[config.mk]
export PLATFORM = sky130hd
export DESIGN_NAME = regs_seq_ctrl
export DESIGN_NICKNAME = d
export VERILOG_FILES = /design/src/rtl/regs_seq_pkg.sv /design/src/rtl/regs_seq_timeout.sv /design/src/rtl/regs_seq_ctrl.sv
export SDC_FILE = /design/constraint.sdc
export NUM_CORES = 1
export LEC_CHECK = 0
export ABC_AREA = 1
export CORE_ASPECT_RATIO = 1.4
export CORE_MARGIN = 4
export CORE_UTILIZATION = 45
export DETAILED_ROUTE_END_ITERATION = 7
export DONT_BUFFER_PORTS = 1
export SYNTH_ARGS = -nofsm -noshare
export SYNTH_HDL_FRONTEND = slang
export SYNTH_SLANG_ARGS = --single-unit
[constraint.sdc]
create_clock -name clk -period 3.2 [get_ports clk]
set_input_delay 0.32 -clock clk [delete_from_list [all_inputs] [get_ports clk]]
set_output_delay 0.32 -clock clk [all_outputs]
set_load 0.1 [all_outputs]
[src/rtl/regs_seq_pkg.sv]
// regs_seq_pkg: shared types and constants for the job sequencer.
//   state_e      : sequencer FSM state
//   *_BIT / LSB  : STATUS.val bit positions
//   ERRCNT_MAX   : saturation value of the error counter
package regs_seq_pkg;

   typedef enum logic [1:0] {
      S_IDLE  = 2'd0,
      S_ISSUE = 2'd1,
      S_WAIT  = 2'd2,
      S_DONE  = 2'd3
   } state_e;

   localparam int BUSY_BIT    = 0;
   localparam int DONE_BIT    = 1;
   localparam int ERR_BIT     = 2;
   localparam int TIMEOUT_BIT = 3;
   localparam int ABORT_BIT   = 4;
   localparam int ERRCNT_LSB  = 5;

   localparam logic [2:0] ERRCNT_MAX = 3'd7;

endpackage

[src/rtl/regs_seq_timeout.sv]
// regs_seq_timeout: per-response wait counter.
//   clk, rst : clock, asynchronous active-low reset
//   clear    : zero the counter (on entry to WAIT)
//   enable   : count this cycle (in WAIT)
//   expired  : high in the TIMEOUT_CYCLES-th WAIT cycle
module regs_seq_timeout #(
   parameter int TIMEOUT_CYCLES = 1024
) (
   input  logic clk,
   input  logic rst,
   input  logic clear,
   input  logic enable,
   output logic expired
);

   localparam int CW = $clog2(TIMEOUT_CYCLES + 1);

   logic [CW-1:0] cnt_q, cnt_d;

   // Cycle 0 of WAIT sees cnt_q==0, so the Nth WAIT cycle sees N-1.
   assign expired = enable && (cnt_q == CW'(TIMEOUT_CYCLES - 1));

   always_comb begin
      cnt_d = cnt_q;
      if (clear)
         cnt_d = '0;
      else if (enable && !expired)
         cnt_d = cnt_q + CW'(1);
   end

   always_ff @(posedge clk or negedge rst) begin
      if (!rst) cnt_q <= '0;
      else      cnt_q <= cnt_d;
   end

endmodule

[src/rtl/regs_seq_ctrl.sv]
// regs_seq_ctrl: job sequencer between the register block and the datapath.
// A START.val strobe latches CTRL.val/DATA.val, then one request per iteration
// is issued over req_valid/req_ready and each response is summed into result.
//   start_pulse, abort       : job control
//   ctrl_val, data_val       : iteration count, base operand
//   status_val, result, irq  : STATUS.val image, response sum, completion pulse
//   req_*                    : request channel to the datapath
//   rsp_*                    : response channel from the datapath
// Optional feature macro: REGS_SEQ_TIMEOUT_EN (per-response wait timeout).
module regs_seq_ctrl
   import regs_seq_pkg::*;
#(
   parameter int CNT_W          = 16,
   parameter int DATA_W         = 32,
   parameter int TIMEOUT_CYCLES = 1024
) (
   input  logic              clk,
   input  logic              rst,
   input  logic              start_pulse,
   input  logic              abort,
   input  logic [CNT_W-1:0]  ctrl_val,
   input  logic [DATA_W-1:0] data_val,
   output logic [7:0]        status_val,
   output logic [DATA_W-1:0] result,
   output logic              req_valid,
   input  logic              req_ready,
   output logic [DATA_W-1:0] req_data,
   output logic [CNT_W-1:0]  req_idx,
   input  logic              rsp_valid,
   input  logic [DATA_W-1:0] rsp_data,
   input  logic              rsp_err,
   output logic              irq
);

   state_e            state_q, state_d;
   logic [CNT_W-1:0]  count_q, count_d;
   logic [CNT_W-1:0]  idx_q, idx_d;
   logic [DATA_W-1:0] base_q, base_d;
   logic [DATA_W-1:0] result_q, result_d;
   logic              done_q, done_d;
   logic              err_q, err_d;
   logic              timeout_q, timeout_d;
   logic              aborted_q, aborted_d;
   logic [2:0]        err_cnt_q, err_cnt_d;
   logic              expired;

`ifdef REGS_SEQ_TIMEOUT_EN
   regs_seq_timeout #(.TIMEOUT_CYCLES(TIMEOUT_CYCLES)) u_timeout (
      .clk     (clk),
      .rst     (rst),
      .clear   ((state_q == S_ISSUE) && req_ready && !abort && (count_q != '0)),
      .enable  (state_q == S_WAIT),
      .expired (expired)
   );
`else
   assign expired = 1'b0;
`endif

   // A zero-count job still spends one cycle in ISSUE (req_valid held low),
   // so its completion lands two cycles after the start strobe.
   assign req_valid = (state_q == S_ISSUE) && (count_q != '0);
   assign req_data  = base_q + DATA_W'(idx_q);
   assign req_idx   = idx_q;
   assign result    = result_q;

   always_comb begin
      status_val                  = '0;
      status_val[BUSY_BIT]        = (state_q != S_IDLE);
      status_val[DONE_BIT]        = done_q;
      status_val[ERR_BIT]         = err_q;
      status_val[TIMEOUT_BIT]     = timeout_q;
      status_val[ABORT_BIT]       = aborted_q;
      status_val[ERRCNT_LSB +: 3] = err_cnt_q;
   end

   always_comb begin
      state_d   = state_q;
      count_d   = count_q;
      idx_d     = idx_q;
      base_d    = base_q;
      result_d  = result_q;
      done_d    = done_q;
      err_d     = err_q;
      timeout_d = timeout_q;
      aborted_d = aborted_q;
      err_cnt_d = err_cnt_q;
      irq       = 1'b0;

      case (state_q)
         S_IDLE: begin
            if (start_pulse) begin
               count_d   = ctrl_val;
               base_d    = data_val;
               idx_d     = '0;
               result_d  = '0;
               done_d    = 1'b0;
               err_d     = 1'b0;
               timeout_d = 1'b0;
               aborted_d = 1'b0;
               err_cnt_d = '0;
               state_d   = S_ISSUE;
            end
         end
         S_ISSUE: begin
            if (abort) begin
               aborted_d = 1'b1;
               state_d   = S_IDLE;
            end else if (count_q == '0) begin
               done_d  = 1'b1;
               state_d = S_DONE;
            end else if (req_ready) begin
               state_d = S_WAIT;
            end
         end
         S_WAIT: begin
            if (abort) begin
               aborted_d = 1'b1;
               state_d   = S_IDLE;
            end else if (rsp_valid) begin
               // A response arriving on the expiry cycle is taken normally.
               result_d = result_q + rsp_data;
               if (rsp_err) begin
                  err_d = 1'b1;
                  if (err_cnt_q != ERRCNT_MAX) err_cnt_d = err_cnt_q + 3'd1;
               end
               if (idx_q == count_q - CNT_W'(1)) begin
                  done_d  = 1'b1;
                  state_d = S_DONE;
               end else begin
                  idx_d   = idx_q + CNT_W'(1);
                  state_d = S_ISSUE;
               end
            end else if (expired) begin
               timeout_d = 1'b1;
               err_d     = 1'b1;
               done_d    = 1'b1;
               state_d   = S_DONE;
            end
         end
         S_DONE: begin
            // An abort here cancels the completion: no irq, done withdrawn.
            if (abort) begin
               aborted_d = 1'b1;
               done_d    = 1'b0;
            end else begin
               irq = 1'b1;
            end
            state_d = S_IDLE;
         end
         default: state_d = S_IDLE;
      endcase

`ifndef REGS_SEQ_TIMEOUT_EN
      timeout_d = 1'b0;
`endif
   end

   always_ff @(posedge clk or negedge rst) begin
      if (!rst) begin
         state_q   <= S_IDLE;
         count_q   <= '0;
         idx_q     <= '0;
         base_q    <= '0;
         result_q  <= '0;
         done_q    <= 1'b0;
         err_q     <= 1'b0;
         timeout_q <= 1'b0;
         aborted_q <= 1'b0;
         err_cnt_q <= '0;
      end else begin
         state_q   <= state_d;
         count_q   <= count_d;
         idx_q     <= idx_d;
         base_q    <= base_d;
         result_q  <= result_d;
         done_q    <= done_d;
         err_q     <= err_d;
         timeout_q <= timeout_d;
         aborted_q <= aborted_d;
         err_cnt_q <= err_cnt_d;
      end
   end

endmodule

==> results of run 1 <==
==> flip-flops by register name, summed over array words and instances, names as in the netlist <==
register / flops
count_q: 16
err_cnt_q: 3
base_q: 32
err_q: 1
req_idx: 16
state_q: 2
aborted_q: 1
done_q: 1
result: 32
==> routing by layer <==
metal,GRT usage [%],vias up,wire [um]
met4,10.7,0,1170
li1,-,4224,-
met1,28.3,3862,10100
met3,6.00,57,1930
met2,50.3,230,14900
met5,0,-,0
==> through the flow <==
stage	TNS [ns]	instance area, um2	setup slack [ns]	hold WS (ns)
after floorplan	-0.776	8800	-0.232	0.0244
after global placement	0	9970	0.143	0.0268
after detailed placement	0	9970	0.0885	0.0273
after CTS	0	10400	0.00421	0.0525
after global routing	-0.0559	10500	-0.0400	0.0451
final	0	10500	0.134	0.0586
==> timing repair <==
action	4_1_cts	5_1_grt
pin swaps	2	11
gates cloned	0	1
endpoints found under the setup margin	12	28
hold buffers	2	0
setup buffers	0	5
resized for setup	15	18
hold endpoints to repair	104	0
==> synthesized netlist by cell type (4+ instances only) <==
cell type,count
nor2_2,6
a21oi_1,71
o21bai_1,5
nor3_1,18
buf_2,5
xor2_1,40
a21o_1,5
inv_1,120
buf_1,8
nand2_1,436
nand4_1,12
buf_4,5
nand3b_1,7
ha_1,56
clkbuf_1,11
dfrtp_1,104
nand3_1,78
o21ai_0,89
nor2_1,131
nor4_1,4
nor2_4,4
xnor2_1,16
==> how the worst max path moves through the flow <==
stage,from,depth (start not counted),end
2_1_floorplan,req_idx[0]$_DFFE_PN0P_,12,req_data[14]
3_3_place_gp,req_idx[0]$_DFFE_PN0P_,13,req_data[28]
3_5_place_dp,req_idx[0]$_DFFE_PN0P_,13,req_data[28]
4_1_cts,req_idx[0]$_DFFE_PN0P_,14,req_data[26]
5_1_grt,req_idx[0]$_DFFE_PN0P_,17,req_data[30]
6_report,req_idx[0]$_DFFE_PN0P_,17,req_data[30]
==> power by group through the flow <==
stage | clock network (mW) | registers (mW) | logic [mW]
detailed placement | 0 | 2.48 | 8.06
global placement | 0 | 2.47 | 8.03
floorplan | 0 | 3.52 | 4.94
finish | 1.17 | 2.46 | 8.19
CTS | 1.19 | 2.46 | 8.14
global route | 1.25 | 2.53 | 8.78
==> cells by family after synthesis <==
group                      after synthesis  share of synthesized area [%]
buffers and inverters                  152                           7.22
adders and majority gates               58                           8.85
DFF                                    104                           31.1
xor gates and xnor gates                56                           5.86
other                                    1                         0.0448
and+or+nand+nor                        709                           35.2
AOI/OAI and AO/OA                      184                           11.7
==> layout make-up <==
class | instances | area (um2)
well taps | 240 | 300
clock inverters | 7 | 75.1
clock buffers | 9 | 225
inverters | 121 | 454
repair buffers | 100 | 1070
fillers | 1776 | 7670
flip-flops and latches | 104 | 2630
multi-input cells | 1009 | 5720
==> impl_metrics.py, run 1 <==
metrics = {
    "drt": {
        "drt_iter0_drc": 541,
        "wl_um": 28200,
        "ant_nets": 0,
        "drc": 0,
        "num_vias": 8373,
        "vias_per_cell": 5.27,
        "wl_per_cell_um": 17.7,
        "dr.pass1.iters": 5,
    },
    "logic_synthesis": {
        "synth_edf_count": 0,
        "avgSynthCellArea_um2": 6.62,
        "ys_types": 42,
        "synth_top_cell_area_share_pct": 31.1,
        "async_reset_ff_share_pct": 100,
        "synth_ff_type": "dfrtp_1",
        "yosys.area.top_type": "dfrtp_1",
        "yosys-top-cells-area": "dfrtp_1 (31%), nand2_1 (20%), ha_1 (8.4%)",
        "synthCells": 1264,
        "synthesis.nets": 1409,
        "ys_seq_area_share_pct": 31.1,
        "yosys_warnings": 0,
        "synth-seq-cells": 104,
        "synth_area_um2": 8370,
    },
    "worst_hold_path": {
        "holdPathStages": 2,
        "hp-class": "input pin to flop",
        "hold_end": "count_q[2]$_DFFE_PN0P_",
        "hold_start": "ctrl_val[2]",
    },
    "layout": {
        "layoutNonFillerInstCount": 1590,
        "nets": 1490,
        "antenna_cells": 0,
        "fin_util_pct": 57.7,
        "drive_gt1_share_pct": 15.6,
        "mostFrequentLayoutCells": "nand2_1 (425), nor2_1 (128), inv_1 (119)",
        "area_growth_pct": 25.1,
        "final_common_cell": "nand2_1",
    },
    "grt": {
        "grt_use_total_pct": 26.8,
        "grt_max_degree": 105,
        "grt_pass1_vias": 8506,
        "antenna_found_initial": 0,
        "grt-ovfl-total": 0,
        "grt_pass1_wl_um": 43000,
    },
    "power": {
        "combinationalPowerShare_pct": 69.3,
        "leakage_nw": 5.28,
        "power_switching_mw": 7.19,
        "p_int_mw": 4.62,
        "power_mw": 11.8,
        "vdd_drop_max_v": 0.000853,
        "switching_share_pct": 60.9,
        "seq_power_share_pct": 20.8,
        "pwr_density_cell_nw_per_um2": 1130,
        "pwr-share-clk_pct": 9.9,
    },
    "floorplanning": {
        "initial_core_util_pct": 46.1,
        "die_h_um": 169,
        "dieArea_um2": 20900,
        "row_count": 58,
        "ios": 177,
        "die_w_um": 123,
        "core-area_um2": 18100,
    },
    "critical_path": {
        "cp_num_buf_inv": 3,
        "cp_common_cell": "nand2_1",
        "worst-r2r-cell-count": 10,
        "path_cells": "ha_4, inv_1, fa_2, nand3b_1, nand2_2, nand4_1, nand3_2, buf_4, nand2_1, nand2_4, nand2_1, nand2_2, nand2_1, nand2_1, nand2_1, nand2_2, buf_12",
        "r2r_slack_ns": 0.53,
        "timing.rr.end": "req_idx[0]$_DFFE_PN0P_",
        "timing_worst_setup_path_type": "flop to output port",
        "cp-start-kind": "flop",
        "arrival_ns": 2.75,
        "r2r_start": "state_q[1]$_DFFE_PN0P_",
        "crit_required_ns": 2.88,
        "cp_top_family": "simple AND/OR/NAND/NOR gates",
        "cp_slowest_cell": "dfrtp_4",
        "slowest_delay_ns": 0.43,
        "cp-end-kind": "output port",
        "crit_fanout": 4,
    },
    "job": {
        "cap_violations": 0,
    },
    "clocking": {
        "cts.clk_slew.worst_paths_ns": 0.08,
        "cts_sinks": 104,
        "clock_latency_ns": 0.37,
        "cts_buffer_depth": 2,
        "h-tree-depth": 3,
        "cts_tree": "yes",
        "cts_made_buffers": 9,
        "clk_root_buffer_cell": "clkbuf_16",
    },
    "sta": {
        "fmaxAchievable_mhz": 326,
        "min_period_ns": 3.07,
        "setup-violations-final": 0,
        "finalCritPeriodShare_pct": 95.8,
        "maxSlewHeadroom_pct": 29.3,
        "finalHoldViolCount": 0,
        "finalClockSkew_ns": 0.0117,
        "tightest_slew_ns": 1.06,
        "drv_slew": 0,
        "rsz0062_at_grt": "yes",
    },
    "outcome": {
        "outcome": "finished, final reports clean",
    },
    "placed_design": {
        "placedCellCount": 1566,
        "post-dp-hpwl_um": 22200,
        "gp_congestion": 0.950,
        "port_buffers": 0,
    },
}
Note: power is estimated with default switching activity, not from simulation.
==> run 2: changes to the inputs <==
--- a/config.mk
+++ b/config.mk
@@ -6,11 +6,14 @@
 export NUM_CORES = 1
 export LEC_CHECK = 0
 export ABC_AREA = 1
+export CELL_PAD_IN_SITES_DETAIL_PLACEMENT = 1
+export CELL_PAD_IN_SITES_GLOBAL_PLACEMENT = 2
 export CORE_ASPECT_RATIO = 1.4
 export CORE_MARGIN = 4
-export CORE_UTILIZATION = 45
+export CORE_UTILIZATION = 35
 export DETAILED_ROUTE_END_ITERATION = 7
 export DONT_BUFFER_PORTS = 1
+export PLACE_DENSITY_LB_ADDON = 0.1
 export SYNTH_ARGS = -nofsm -noshare
 export SYNTH_HDL_FRONTEND = slang
 export SYNTH_SLANG_ARGS = --single-unit
==> run 2 against run 1 <==
Against the previous run: via count rose by 1.3%; design area rose by 0.87%; combinational power rose by 1%; critical path type unchanged; largest power group unchanged.
==> impl_metrics.py, run 2 (synthesis results as in run 1) <==
metrics = {
    "outcome": {
        "outcome": "finished, final reports clean",
    },
    "critical_path": {
        "crit_fanout": 5,
        "r2r_start": "state_q[0]$_DFFE_PN0P_",
        "cp-end-kind": "output port",
        "timing_worst_setup_path_type": "flop to output port",
        "crit_end": "req_data[27]",
        "arrival_ns": 2.73,
        "worst-r2r-cell-count": 12,
        "cp-start-kind": "flop",
        "crit_required_ns": 2.88,
        "r2r_slack_ns": 0.53,
        "timing.rr.end": "req_idx[7]$_DFFE_PN0P_",
        "worstSetupStartpoint": "req_idx[4]$_DFFE_PN0P_",
    },
    "placed_design": {
        "gp_congestion": 0.918,
        "post-dp-hpwl_um": 24900,
        "placedCellCount": 1632,
        "dpl_cell_area_um2": 10100,
        "port_buffers": 0,
    },
    "layout": {
        "fin_util_pct": 45.2,
        "nets": 1491,
        "area_growth_pct": 26.2,
        "final_common_cell": "nand2_1",
        "mostFrequentLayoutCells": "nand2_1 (426), nor2_1 (128), inv_1 (119)",
        "final_area_um2": 10600,
        "antenna_cells": 0,
        "drive_gt1_share_pct": 15.4,
        "layoutNonFillerInstCount": 1656,
    },
    "power": {
        "pwr_density_cell_nw_per_um2": 1130,
        "power_mw": 11.9,
        "vdd_drop_max_v": 0.000659,
        "power_switching_mw": 7.18,
        "p_int_mw": 4.72,
        "switching_share_pct": 60.3,
        "seq_power_share_pct": 20.4,
        "combinationalPowerShare_pct": 69.8,
        "leakage_nw": 5.28,
        "pwr-share-clk_pct": 9.8,
    },
    "drt": {
        "dr.pass1.iters": 4,
        "ant_nets": 0,
        "drt_iter0_drc": 263,
        "drc": 0,
        "vias_per_cell": 5.12,
        "wl_per_cell_um": 18.5,
        "num_vias": 8484,
        "wl_um": 30700,
    },
    "floorplanning": {
        "die_w_um": 139,
        "core-area_um2": 23400,
        "dieArea_um2": 26500,
        "die_h_um": 191,
        "row_count": 66,
        "ios": 177,
        "initial_core_util_pct": 35.8,
    },
    "sta": {
        "min_period_ns": 3.05,
        "maxSlewHeadroom_pct": 35.1,
        "finalClockSkew_ns": 0.00633,
        "drv_slew": 0,
        "fmaxAchievable_mhz": 328,
        "setup-violations-final": 0,
        "finalCritPeriodShare_pct": 95.2,
        "tightest_slew_ns": 0.974,
        "finalSetupTns_ns": 0,
        "finalHoldViolCount": 0,
    },
    "grt": {
        "antenna_found_initial": 0,
        "grt_use_total_pct": 23.4,
        "grt_max_degree": 105,
        "grt_pass1_vias": 9385,
        "grt_pass1_wl_um": 49200,
        "grt-ovfl-total": 0,
    },
    "job": {
        "cap_violations": 0,
    },
    "clocking": {
        "clk_root_buffer_cell": "clkbuf_16",
        "cts.clk_slew.worst_paths_ns": 0.07,
        "cts_tree": "yes",
        "cts_made_buffers": 9,
        "clock_latency_ns": 0.37,
        "h-tree-depth": 3,
        "cts_sinks": 104,
        "cts_buffer_depth": 2,
    },
    "worst_hold_path": {
        "hp-class": "input pin to flop",
    },
}
## run 2: cell count changes in the layout (fill, tap and decap cells not counted), sizes merged
cell	before	now
clkbuf	9	12
nor2	142	141
clkinv	4	1
clkinvlp	0	1
inv	124	121
bufinv	0	1
buf	99	101
## run 2: worst min-delay path by stage
stage,to,cells past startpoint,from,slack (ns)
after detailed placement,result[6]$_DFFE_PN0P_,0,rst,0.03
after floorplan,aborted_q$_DFFE_PN0P_,0,rst,0.02
after CTS,base_q[7]$_DFFE_PN0P_,2,data_val[7],0.05
after global routing,count_q[13]$_DFFE_PN0P_,2,ctrl_val[13],0.05
final,base_q[7]$_DFFE_PN0P_,2,data_val[7],0.06
after global placement,result[7]$_DFFE_PN0P_,0,rst,0.03
## run 2: per-layer routing
metal / routed length [um] / up-vias / GRT usage [%] / share of wire (%)
met1: 11300 / 4091 / 23.8 / 37
met3: 1370 / 30 / 5.23 / 4.5
met2: 17300 / 138 / 47.2 / 56
li1: - / 4225 / - / -
met5: 0 / - / 0 / 0
met4: 708 / 0 / 6.85 / 2.3
## run 2: what timing repair did
action,CTS,global route
hold buffers,2,0
setup buffers,3,4
setup endpoints to repair,15,12
pin swaps,7,8
endpoints found under the hold margin,104,0
resized for setup,13,20
## run 2: layout make-up
cell class	instances	area, um2
Fill cell	2949	12800
Multi-Input combinational cell	1008	5710
Sequential cell	104	2630
Timing Repair Buffer	102	1100
Inverter	121	454
Tap cell	306	383
Clock buffer	12	246
Clock inverter	3	42.5
## run 2: power groups by stage
stage,Combinational (mW),Sequential [mW],Clock (mW)
after floorplan,4.94,3.52,0
after global placement,8.19,2.43,0
after detailed placement,8.26,2.45,0
after CTS,8.35,2.43,1.20
after global routing,8.96,2.51,1.25
final,8.31,2.43,1.16
## run 2: critical path, cell delays in order, from the launching register on
cell     delay, ns
dfrtp_4       0.50
ha_2          0.41
a21oi_2       0.09
o21ai_0       0.19
nand2_1       0.09
nand2_1       0.07
nand2_1       0.06
nand3_2       0.14
and2_1        0.26
nand2_1       0.16
xor2_4        0.19
buf_12        0.19
## run 2: metrics by stage
| step | hold WS (ns) | setup WS [ns] |
|---|---|---|
| 2_1_floorplan | 0.0244 | -0.232 |
| 3_3_place_gp | 0.0277 | 0.140 |
| 3_5_place_dp | 0.0281 | 0.0473 |
| 4_1_cts | 0.0462 | 0.00400 |
| 5_1_grt | 0.0533 | -0.00299 |
| 6_report | 0.0589 | 0.154 |
